### src/rtl/axis_burst_framer.sv
// Burst framer: prepends a header beat (sync word, sequence number, capture
// timestamp, nominal length) to each 256-bit AXI-stream burst and truncates
// bursts longer than BURST_LENGTH payload beats.
module axis_burst_framer #(
  parameter int CHANNEL_WIDTH = 64,
  parameter int BURST_LENGTH  = 32,
  parameter int TS_WIDTH      = 48
) (
  input  logic                       clk,
  input  logic                       rst_n,
  input  logic                       s_axis_tvalid,
  output logic                       s_axis_tready,
  input  logic [4*CHANNEL_WIDTH-1:0] s_axis_tdata,
  input  logic                       s_axis_tlast,
  output logic                       m_axis_tvalid,
  input  logic                       m_axis_tready,
  output logic [4*CHANNEL_WIDTH-1:0] m_axis_tdata,
  output logic                       m_axis_tlast,
  output logic [15:0]                frame_count,
  output logic [15:0]                trunc_count
);

  localparam int DATA_W = 4 * CHANNEL_WIDTH;
  localparam int CNT_W  = $clog2(BURST_LENGTH) + 1;

  localparam logic [1:0] ST_IDLE    = 2'd0;
  localparam logic [1:0] ST_PAYLOAD = 2'd1;
  localparam logic [1:0] ST_DRAIN   = 2'd2;

  logic [1:0]          state_reg, state_next;
  logic                m_valid_reg, m_valid_next;
  logic [DATA_W-1:0]   m_data_reg, m_data_next;
  logic                m_last_reg, m_last_next;
  logic [TS_WIDTH-1:0] ts_reg, ts_next;
  logic [15:0]         seq_reg, seq_next;
  logic [CNT_W-1:0]    count_reg, count_next;
  logic [15:0]         frame_count_reg, frame_count_next;
  logic [15:0]         trunc_count_reg, trunc_count_next;

  logic                slot_free;
  logic                at_limit;
  logic                s_ready;
  logic [DATA_W-1:0]   header_beat;

  // The output slot may take a new beat when empty or being drained this cycle.
  assign slot_free = ~m_valid_reg | m_axis_tready;
  assign at_limit  = (count_reg == CNT_W'(BURST_LENGTH - 1));

  // Timestamp is the value of the free-running counter in the decision cycle.
  assign header_beat = DATA_W'({16'hFACE, seq_reg, 48'(ts_reg),
                                16'(BURST_LENGTH), 160'd0});

  always_comb begin
    state_next       = state_reg;
    m_valid_next     = m_valid_reg;
    m_data_next      = m_data_reg;
    m_last_next      = m_last_reg;
    ts_next          = ts_reg + 1'b1;
    seq_next         = seq_reg;
    count_next       = count_reg;
    frame_count_next = frame_count_reg;
    trunc_count_next = trunc_count_reg;
    s_ready          = 1'b0;

    // A consumed beat empties the slot unless something reloads it below.
    if (slot_free) begin
      m_valid_next = 1'b0;
    end

    case (state_reg)
      ST_IDLE: begin
        if (s_axis_tvalid && slot_free) begin
          m_valid_next = 1'b1;
          m_data_next  = header_beat;
          m_last_next  = 1'b0;
          seq_next     = seq_reg + 16'd1;
          count_next   = '0;
          state_next   = ST_PAYLOAD;
        end
      end

      ST_PAYLOAD: begin
        s_ready = slot_free;
        if (s_axis_tvalid && slot_free) begin
          m_valid_next = 1'b1;
          m_data_next  = s_axis_tdata;
          m_last_next  = s_axis_tlast | at_limit;
          count_next   = count_reg + 1'b1;
          if (s_axis_tlast) begin
            state_next       = ST_IDLE;
            frame_count_next = frame_count_reg + 16'd1;
          end else if (at_limit) begin
            state_next       = ST_DRAIN;
            frame_count_next = frame_count_reg + 16'd1;
            trunc_count_next = trunc_count_reg + 16'd1;
          end
        end
      end

      ST_DRAIN: begin
        // Excess beats are swallowed until the upstream burst ends.
        s_ready = 1'b1;
        if (s_axis_tvalid && s_axis_tlast) begin
          state_next = ST_IDLE;
        end
      end

      default: begin
        state_next = ST_IDLE;
      end
    endcase
  end

  always_ff @(posedge clk) begin
    if (!rst_n) begin
      state_reg       <= ST_IDLE;
      m_valid_reg     <= 1'b0;
      m_data_reg      <= '0;
      m_last_reg      <= 1'b0;
      ts_reg          <= '0;
      seq_reg         <= '0;
      count_reg       <= '0;
      frame_count_reg <= '0;
      trunc_count_reg <= '0;
    end else begin
      state_reg       <= state_next;
      m_valid_reg     <= m_valid_next;
      m_data_reg      <= m_data_next;
      m_last_reg      <= m_last_next;
      ts_reg          <= ts_next;
      seq_reg         <= seq_next;
      count_reg       <= count_next;
      frame_count_reg <= frame_count_next;
      trunc_count_reg <= trunc_count_next;
    end
  end

  assign s_axis_tready = s_ready;
  assign m_axis_tvalid = m_valid_reg;
  assign m_axis_tdata  = m_data_reg;
  assign m_axis_tlast  = m_last_reg;
  assign frame_count   = frame_count_reg;
  assign trunc_count   = trunc_count_reg;

endmodule

### config.mk
export PLATFORM = sky130hd
export DESIGN_NAME = axis_burst_framer
export DESIGN_NICKNAME = d
export VERILOG_FILES = /design/src/rtl/axis_burst_framer.sv
export SDC_FILE = /design/constraint.sdc
export NUM_CORES = 1
export LEC_CHECK = 0
export CAP_MARGIN = 20
export CORE_AREA = 2 2 213 215
export CTS_BUF_LIST = sky130_fd_sc_hd__clkbuf_4
export CTS_CLUSTER_SIZE = 30
export DETAILED_ROUTE_END_ITERATION = 16
export DIE_AREA = 0 0 215 217
export PLACE_DENSITY = 0.59
export SYNTH_ARGS = -nofsm -noshare
export SYNTH_HDL_FRONTEND = slang
export SYNTH_SLANG_ARGS = --single-unit
### constraint.sdc
create_clock -name clk -period 5.9 [get_ports clk]
set_clock_uncertainty 0.1 [all_clocks]
set_input_delay 1.18 -clock clk [delete_from_list [all_inputs] [get_ports clk]]
set_output_delay 1.18 -clock clk [all_outputs]
set_load 0.03 [all_outputs]
==> results.md, run 1 <==
- Startpoint types: input pin
- Rows: 78
- Post-CTS Setup Inserts: 0
- Largest fanout on the critical path: 9
- Post-DP HPWL: about 35000 µm
- Placed Cells: 2556
- Synth Area in Adders: 0.00718
- Cells after Synth: 1511
- Mux share of post-synthesis cell area: 0.0445
- DRT Wirelength: about 50000 µm
- Max Cap Violations: 0
- Worst-path clk slew: ~60 ps
- Placer congestion estimate: 0.820
- Yosys reg bits: 362
- Global-route wire length before repair: 77000 µm
- Status: finished clean
- Final Hold Fails: 0
- Fin crit share: 0.718
- PwrDens: 278 nW/µm²
- Fin. max-slew vios: 0
- Sequential area share after synthesis: 0.520
- Cell Area, Synth: around 14000 µm²
- Initial Util: 0.312
- Worst EP required: 4620 ps
- Area Growth Syn to Fin: 52.5%
- Post-synth EDFFs: 0
- Min-delay src: m_axis_tlast$_SDFFE_PN0P_
- Number of endpoints failing setup at the final stage: 0
- GRT Total Usage: 0.209
- Worst path most repeated cell: clkdlybuf4s50_1
- Largest family of logic cells by synthesized area: simple AND/OR/NAND/NOR gates
- Slew HR: 0.284
- Syn Nets: 1780
- DRC violations left: 0
- Mapped Avg Cell Area: between 9 and 10 µm²
- Post-route ant nets: 0
- Start of the worst register-to-register path: state_reg[1]$_SDFFE_PN0P_
- Iter 0 DRT Violations: 770
- H-tree Lvls: 3
- CTS Hold Bufs: 0
- Maximum vdd ir drop: 0.189 mV
- WP buf/inv: 2
- Worst setup path class: input pin to output pin
- Initial antenna violation count: 5
- Critical Path, Cell by Cell: clkdlybuf4s50_1 > nand2b_1 > a21oi_1 > nor2b_1 > clkdlybuf4s50_1
- Clk Latency, worst-skew pair: 830 ps
- Wire per inst: 18.2 µm
- Critical path capture point type: output pin
- Worst path slowest cell: clkdlybuf4s50_1
- Synth unique cells: 47
- Worst Hold Class: flip-flop to flip-flop
- Total core area: 44700 µm²
- Arrival time worst endpoint: 2960 ps
- Layout cells sized above 1: 0.0898
- Non-Filler Instances: 2746
- Leak: 0.00750 µW
- Largest register FFs: 256
- Vias in the first global route: 13700
- Crit path max-delay family: buffers and inverters
- Top Ports: approximately 550
- Simple-Gate Fraction of Synth Area: 0.180
- I/O Buffers: 551
- RSZ-0062 raised after global routing: false
- Most frequent cells in the layout: clkdlybuf4s50_1, dfxtp_1, nor2_1
- Final setup TNS: 0 ps
- Tmin final: around 4200 ps
- Post-synthesis xor/xnor area fraction: 0.0383
- Clock sink total: 362
- Fmax achieved: 0.236 GHz
- Total gr overflow: 0
- Complex-gate fraction of the synthesized area: 0.174
- WHS: 363 ps
- Clock Tree Root: clkbuf_4
- Ys async rst share: 0
- CTS max path bufs: 3
- Nets@finish: 2329
- Critical Path Start: m_axis_tready
- Yosys warnings: 0
- Die Width: about 220 µm
- CTS Buf Count: 102
- Die area: 46700 µm²
- Most common cell after layout, fill and taps aside: clkdlybuf4s50_1
- Synth Flop Type: dfxtp_1
- Post-CTS Resized: 0
- Chip Height: 217 µm
- Drt via density: 4.95
- Largest net degree at the start of global routing: 175
- CP max stage delay: 700 ps
- CTS tree: done
- Via count: between 10000 and 15000
- Router iterations before antenna repair: 5
- Worst-margin pin slew: 1070 ps
==> metal layers <==
layer | part of all wire | wire (µm) | vias to the layer above | GRT usage
met3 | 0.086 | 4300 | 88 | 0.0871
met5 | 0 | 0 | - | 0
met4 | 0.024 | 1180 | 0 | 0.0761
met1 | 0.39 | 19600 | 6468 | 0.230
li1 | - | - | 6595 | -
met2 | 0.50 | 25100 | 446 | 0.360
==> final timing paths <==
check	end	slack (ps)	cells past startpoint
min	m_axis_tlast$_SDFFE_PN0P_	360	2
max	s_axis_tready	1660	5
min reg2reg	m_axis_tlast$_SDFFE_PN0P_	360	2
max reg2reg	trunc_count[13]$_SDFFE_PN0P_	3020	7
==> logic make-up after synthesis <==
| kind of cell | count (synthesis) |
|---|---|
| buf+inv | 132 |
| simple gates | 542 |
| flops | 362 |
| xor+xnor | 61 |
| fa+ha+maj | 8 |
| compound gates | 344 |
| mux | 62 |
==> power breakdown <==
part / switching (µW) / internal, µW
sequential: 55.7 / 2550
clock: 1080 / 1260
combinational: 527 / 435
==> through the flow <==
stage	power (µW)	cell area [µm²]	util	setup slack [ps]
final	5900	21300	0.476	1660
after global routing	6210	21300	0.476	1610
after CTS	6000	21200	0.475	1670
after detailed placement	3620	19900	0.446	1680
after global placement	3610	19900	0.446	1750
after floorplan	3150	13900	-	2560
==> synth_stat cells (12+ instances only) <==
cell type,instances,share of area
a211oi_1,58,0.031
a21oi_1,40,0.014
a22oi_1,181,0.097
clkbuf_1,111,0.030
dfxtp_1,362,0.52
inv_1,13,0.0035
mux2i_1,62,0.045
nand2_1,37,0.010
nand3_1,37,0.013
nand4_1,28,0.013
nor2_1,332,0.089
nor3_1,12,0.0043
nor4_1,14,0.0063
o21ai_0,23,0.0083
o22ai_1,12,0.0054
or3_1,18,0.0081
xnor2_1,33,0.021
xor2_1,28,0.018
==> layout make-up <==
type,count,area (µm²)
Clock inverter,22,110
Tap cell,600,751
Antenna cell,9,22.5
Inverter,14,60.1
Sequential cell,362,7250
Clock buffer,159,1190
Fill cell,4341,23400
Multi-Input combinational cell,1017,6220
Timing Repair Buffer,563,5660
==> worst reg2reg max path, stage by stage (launching register included) <==
cell	delay, ps
dfxtp_1	320
inv_1	110
ha_4	300
nand2_1	160
nor4_2	710
nand2b_1	390
or4_1	560
a21oi_1	150
No activity file was read; power rests on OpenSTA's default activity.
==> run 2: changes to the inputs <==
CORE_AREA = 2 2 214 216   (was 2 2 213 215)
DIE_AREA = 0 0 216 218   (was 0 0 215 217)
clock period = 4.23 ns   (was 5.9 ns; I/O delays follow)
==> results.md, run 2 (synthesized netlist as in run 1, its figures left out) <==
- Status: finished clean (unchanged)
- Leak: 0.00750 µW (about the same)
- Hold EP: m_axis_tlast$_SDFFE_PN0P_ (unchanged)
- Wire per inst: 18.2 µm (about the same)
- Total core area: 44900 µm² (was 44700 µm²)
- Final worst slack: 736 ps (was 1660 ps)
- Int Pwr: 5880 µW (was 4240 µW)
- Clk Latency, worst-skew pair: 830 ps (about the same)
- Filler cells: 4351 (was 4341)
- DRT Wirelength: 49800 µm (was 50100 µm)
- Router iterations before antenna repair: 6 (was 5)
- H-tree Lvls: 3 (unchanged)
- Slew HR: 0.375 (was 0.284)
- Die Width: 216 µm (was 215 µm)
- Maximum vdd ir drop: 0.303 mV (was 0.189 mV)
- Post-CTS Resized: 0 (unchanged)
- Most frequent cells in the layout: clkdlybuf4s50_1, dfxtp_1, nor2_1 (unchanged)
- Rows: 78 (unchanged)
- Initial antenna violation count: 9 (was 5)
- GRT Total Usage: 0.205 (was 0.209)
- Worst r2r dst: trunc_count[14]$_SDFFE_PN0P_ (was trunc_count[13]$_SDFFE_PN0P_)
- Tmin final: 3490 ps
- WHS Path Cells: 2 (unchanged)
- PwrDens: 382 nW/µm² (was 278 nW/µm²)
- Number of endpoints failing setup at the final stage: 0 (unchanged)
- CTS Buf Count: 100 (was 102)
- Met2 usage: 0.349 (was 0.360)
- Startpoint types: flip-flop (was input pin)
- Proportion of power drawn by the clock network: 0.389 (was 0.396)
- Final Hold Fails: 0 (unchanged)
- I/O Buffers: 551 (unchanged)
- Seq pwr share: 0.446 (was 0.441)
- CTS tree: done (unchanged)
- Switching Fraction: 0.278 (was 0.282)
- Switching pwr: 2270 µW (was 1660 µW)
- Total gr overflow: 0 (unchanged)
- Post-CTS Setup Inserts: 0 (unchanged)
- DRC violations left: 0 (unchanged)
- Worst setup path class: flip-flop to output pin (was input pin to output pin)
- Fin crit share: 0.826
- Total power: 8140 µW (was 5900 µW)
- Worst Reg-to-Reg Cells: 7 (unchanged)
- Worst EP required: 3280 ps (was 4620 ps)
- Met1 usage: 0.227 (was 0.230)
- Fmax achieved: 0.286 GHz
- Vias in the first global route: 13400 (was 13700)
- Nets@finish: 2334 (was 2329)
- Final setup TNS: 0 ps (unchanged)
- Most common cell after layout, fill and taps aside: clkdlybuf4s50_1 (unchanged)
- M3 GR Usage: 0.0898 (was 0.0871)
- Area Growth Syn to Fin: 52.7% (was 52.5%)
- Post-DP HPWL: 35000 µm (was 34500 µm)
- Clock sink total: 362 (unchanged)
- CTS max path bufs: 3 (unchanged)
- Largest net degree at the start of global routing: 176 (was 175)
- Worst Hold Class: flip-flop to flip-flop (unchanged)
- Worst slack at placement: 773 ps (was 1680 ps)
- Worst-path clk slew: 60 ps (about the same)
- WHS: 360 ps (was 363 ps)
- CTS Hold Bufs: 0 (unchanged)
- R2R Setup Slk: 1410 ps (was 3020 ps)
- Layout cells sized above 1: 0.0881 (was 0.0898)
- Min-delay src: m_axis_tlast$_SDFFE_PN0P_ (unchanged)
- Arrival time worst endpoint: 2550 ps (was 2960 ps)
- Worst-margin pin slew: 938 ps (was 1070 ps)
- Clock Tree Root: clkbuf_4 (unchanged)
- Critical path capture point type: output pin (unchanged)
- Post-route ant nets: 0 (unchanged)
- Max Cap Violations: 0 (unchanged)
- RSZ-0062 raised after global routing: false (unchanged)
- Combinational power share: 0.165 (was 0.163)
- Drt via density: 4.94 (was 4.95)
- Largest fanout on the critical path: 22 (was 9)
- Top Ports: 552 (unchanged)
- Placer congestion estimate: 0.805 (was 0.820)
- Chip Height: 218 µm (was 217 µm)
- Iter 0 DRT Violations: 703 (was 770)
- Fin. max-slew vios: 0 (unchanged)
- Largest register FFs: 256 (unchanged)
- Start of the worst register-to-register path: state_reg[1]$_SDFFE_PN0P_ (unchanged)
- Global-route wire length before repair: 76100 µm (was 77000 µm)
- Die area: 47100 µm² (was 46700 µm²)
- Initial Util: 0.311 (was 0.312)
- Top Usage Layer GRT: met2 (unchanged)
- Via count: 13500 (was 13600)
[run 2: changes by cell type in the layout (fill, tap and decap cells not counted)]
cell       change
clkbuf_4      -10
buf_4          +5
buf_12         +2
bufinv_16      +1
clkinv_1       +1
clkinv_2       -1
inv_2          -1
[run 2: how the worst max path moves through the flow]
stage | from | to | slack [ps]
floorplan | m_axis_tready | s_axis_tready | 1560
global placement | m_axis_tready | s_axis_tready | 830
detailed placement | s_axis_tvalid | trunc_count[13]$_SDFFE_PN0P_ | 770
CTS | state_reg[1]$_SDFFE_PN0P_ | s_axis_tready | 570
global route | state_reg[1]$_SDFFE_PN0P_ | s_axis_tready | 480
finish | state_reg[1]$_SDFFE_PN0P_ | s_axis_tready | 740
[run 2: power groups by stage]
stage / combinational, µW / clock (µW) / sequential (µW)
after floorplan: 437 / 0 / 3960
after global placement: 1350 / 0 / 3700
after detailed placement: 1350 / 0 / 3710
after CTS: 1360 / 3300 / 3630
after global routing: 1440 / 3490 / 3650
final: 1350 / 3170 / 3630
[run 2: layer usage]
layer / vias up / part of all wire / routed length (µm)
li1: 6594 / - / -
met4: 4 / 0.022 / 1080
met3: 82 / 0.089 / 4410
met5: - / 0.00066 / 33
met1: 6416 / 0.39 / 19400
met2: 449 / 0.50 / 24900
[run 2: critical path, stage by stage (launching register included)]
cell	delay (ps)
dfxtp_1	320
inv_1	110
ha_4	380
a21oi_1	110
nor2b_1	140
clkdlybuf4s50_1	680
[run 2: cell type report]
type / count / area (µm²) / area share
Tap cell: 600 / 751 / 0.0353
Inverter: 14 / 60.1 / 0.00282
Clock inverter: 22 / 135 / 0.00635
Timing Repair Buffer: 570 / 5730 / 0.269
Multi-Input combinational cell: 1017 / 6220 / 0.292
Sequential cell: 362 / 7250 / 0.340
Antenna cell: 9 / 22.5 / 0.00106
Clock buffer: 149 / 1120 / 0.0525
[run 2: through the flow]
stage                     cell area (µm²)  instances  utilization
after floorplan                     13900       1511            -
after global placement              20000       2563        0.446
after detailed placement            20000       2563        0.446
after CTS                           21300       2734        0.474
after global routing                21300       2742        0.474
final                               21300       2743        0.474
==> run 3: changes to the inputs <==
clock period = 3.3 ns   (was 4.23 ns; I/O delays follow)
==> results.md, run 3 (synthesized netlist as in run 1, its figures left out) <==
- RSZ-0062 raised after global routing: false (unchanged)
- Critical path capture point type: output pin (unchanged)
- Total core area: 44900 µm² (unchanged)
- Via count: 13600 (was 13500)
- Startpoint types: flip-flop (unchanged)
- Fin crit share: 0.892
- PwrDens: 493 nW/µm² (was 382 nW/µm²)
- Drt via density: 4.90 (was 4.94)
- Combinational power share: 0.166 (was 0.165)
- Most common cell after layout, fill and taps aside: clkdlybuf4s50_1 (unchanged)
- Nets@finish: 2347 (was 2334)
- Maximum vdd ir drop: 0.285 mV (was 0.303 mV)
- Final Hold Fails: 0 (unchanged)
- Iter 0 DRT Violations: 729 (was 703)
- Arrival time worst endpoint: 2180 ps (was 2550 ps)
- Layout cells sized above 1: 0.0977 (was 0.0881)
- Crit path max-delay family: buffers and inverters (unchanged)
- Int Pwr: 7620 µW (was 5880 µW)
- Global-route wire length before repair: 76400 µm (was 76100 µm)
- Largest fanout on the critical path: 16 (was 22)
- CTS max path bufs: 3 (unchanged)
- Final setup TNS: 0 ps (unchanged)
- Start of the worst register-to-register path: ts_reg[18]$_SDFF_PN0_ (was state_reg[1]$_SDFFE_PN0P_)
- Area Growth Syn to Fin: 54.2% (was 52.7%)
- Initial antenna violation count: 8 (was 9)
- WP buf/inv: 2 (unchanged)
- DRC violations left: 0 (unchanged)
- WHS Path Cells: 3 (was 2)
- Final worst slack: 357 ps (was 736 ps)
- Clock Tree Root: clkbuf_4 (unchanged)
- Max Cap Violations: 0 (unchanged)
- Fmax achieved: 0.340 GHz
- Worst path slowest cell: dlygate4sd2_1 (was clkdlybuf4s50_1)
- Final Util: 0.479 (was 0.474)
- Proportion of power drawn by the clock network: 0.395 (was 0.389)
- Post-route ant nets: 0 (unchanged)
- Clk Latency, worst-skew pair: 810 ps (was 830 ps)
- Number of endpoints failing setup at the final stage: 0 (unchanged)
- Worst r2r dst: ts_reg[46]$_SDFF_PN0_ (was trunc_count[14]$_SDFFE_PN0P_)
- DRT Wirelength: 50000 µm (was 49800 µm)
- I/O Buffers: 551 (unchanged)
- Worst setup path class: flip-flop to output pin (unchanged)
- Status: finished clean (unchanged)
- Worst Hold Class: input pin to flip-flop (was flip-flop to flip-flop)
- Most frequent cells in the layout: clkdlybuf4s50_1, dfxtp_1, nor2_1 (unchanged)
- Die area: 47100 µm² (unchanged)
- Top Ports: 552 (unchanged)
- Worst-path clk slew: 60 ps (about the same)
- Non-Filler Instances: 2768 (was 2743)
- Rows: 78 (unchanged)
- Worst slack at placement: 390 ps (was 773 ps)
- Placer congestion estimate: 0.801 (was 0.805)
- Placed Cells: 2574 (was 2563)
- Slew HR: 0.348 (was 0.375)
- CTS tree: done (unchanged)
- H-tree Lvls: 3 (unchanged)
- Switching Fraction: 0.281 (was 0.278)
- Post-DP HPWL: 35800 µm (was 35000 µm)
- Hold EP: m_axis_tdata[253]$_SDFFE_PN0P_ (was m_axis_tlast$_SDFFE_PN0P_)
- Critical Path, Cell by Cell: inv_1 > ha_4 > a21oi_1 > nor2b_1 > dlygate4sd2_1 (was inv_1 > ha_4 > a21oi_1 > nor2b_1 > clkdlybuf4s50_1)
- Wire per inst: 18.0 µm (was 18.2 µm)
- Critical path depth in cells: 5 (unchanged)
- Die Width: 216 µm (unchanged)
- Largest net degree at the start of global routing: 117 (was 176)
- Router iterations before antenna repair: 5 (was 6)
- CTS Buf Count: 102 (was 100)
- Initial Util: 0.311 (unchanged)
- CP max stage delay: 400 ps (was 680 ps)
- Worst EP required: 2540 ps (was 3280 ps)
- Fin. max-slew vios: 0 (unchanged)
- Total gr overflow: 0 (unchanged)
- R2R Setup Slk: 740 ps (was 1410 ps)
- Switching pwr: 2980 µW (was 2270 µW)
- Tmin final: between 2000 and 3000 ps
- Worst-margin pin slew: 977 ps (was 938 ps)
- Vias in the first global route: 13600 (was 13400)
- GRT Total Usage: 0.206 (was 0.205)
- Clock sink total: 362 (unchanged)
- Leak: 0.00763 µW (was 0.00750 µW)
- Largest register FFs: 256 (unchanged)
- Seq pwr share: 0.439 (was 0.446)
- Worst Reg-to-Reg Cells: 5 (was 7)
- Chip Height: 218 µm (unchanged)
- Min-delay src: s_axis_tdata[253] (was m_axis_tlast$_SDFFE_PN0P_)
-- run 3: worst register-to-register path, cell delays in order (launching register included) --
cell and delay [ps]:
dfxtp_1 470, nand4_1 220, or4_4 660, nor4_1 390, or4b_1 480, a21oi_1 160
-- run 3: area by class of cell --
type | count | area [µm²]
fillers | 4371 | 23400
flip-flops and latches | 362 | 7250
multi-input cells | 1017 | 6220
repair buffers | 581 | 5880
clock buffers | 159 | 1190
well taps | 600 | 751
clock inverters | 27 | 130
inverters | 14 | 60.1
diodes | 8 | 20.0
-- run 3: per-stage QoR --
stage / hold WS (ps) / total power, µW / area (µm²)
5_1_grt: 227 / 11100 / 21500
6_report: 329 / 10600 / 21500
3_3_place_gp: 344 / 6500 / 20200
2_1_floorplan: 341 / 5630 / 13900
3_5_place_dp: 355 / 6510 / 20200
4_1_cts: 171 / 10800 / 21500
-- run 3: worst max-delay path by stage --
stage,slack [ps],endpoint,from
after floorplan,850,trunc_count[15]$_SDFFE_PN0P_,s_axis_tvalid
after global placement,390,s_axis_tready,m_axis_tready
after global routing,120,s_axis_tready,state_reg[1]$_SDFFE_PN0P_
after detailed placement,390,s_axis_tready,m_axis_tready
final,360,s_axis_tready,state_reg[1]$_SDFFE_PN0P_
after CTS,200,s_axis_tready,state_reg[1]$_SDFFE_PN0P_
-- run 3: power by group through the flow --
stage | Sequential, µW | Combinational [µW] | Clock [µW]
after floorplan | 5070 | 561 | 0
after global placement | 4740 | 1760 | 0
after detailed placement | 4750 | 1760 | 0
after CTS | 4650 | 1770 | 4350
after global routing | 4670 | 1880 | 4600
final | 4650 | 1750 | 4190
-- run 3: metal layers --
metal  vias to the layer above  part of all wire  track usage
li1                       6635                 -            -
met1                      6393              0.40        0.227
met2                       460              0.50        0.355
met3                        74             0.084       0.0872
met4                         4             0.017       0.0737
met5                         -           0.00058            0
-- run 3: what timing repair did --
action                                  in CTS  in global routing
hold buffers                                 0                  0
setup buffers                                0                  0
resized for setup                            1                  0
endpoints found under the setup margin       1                  0
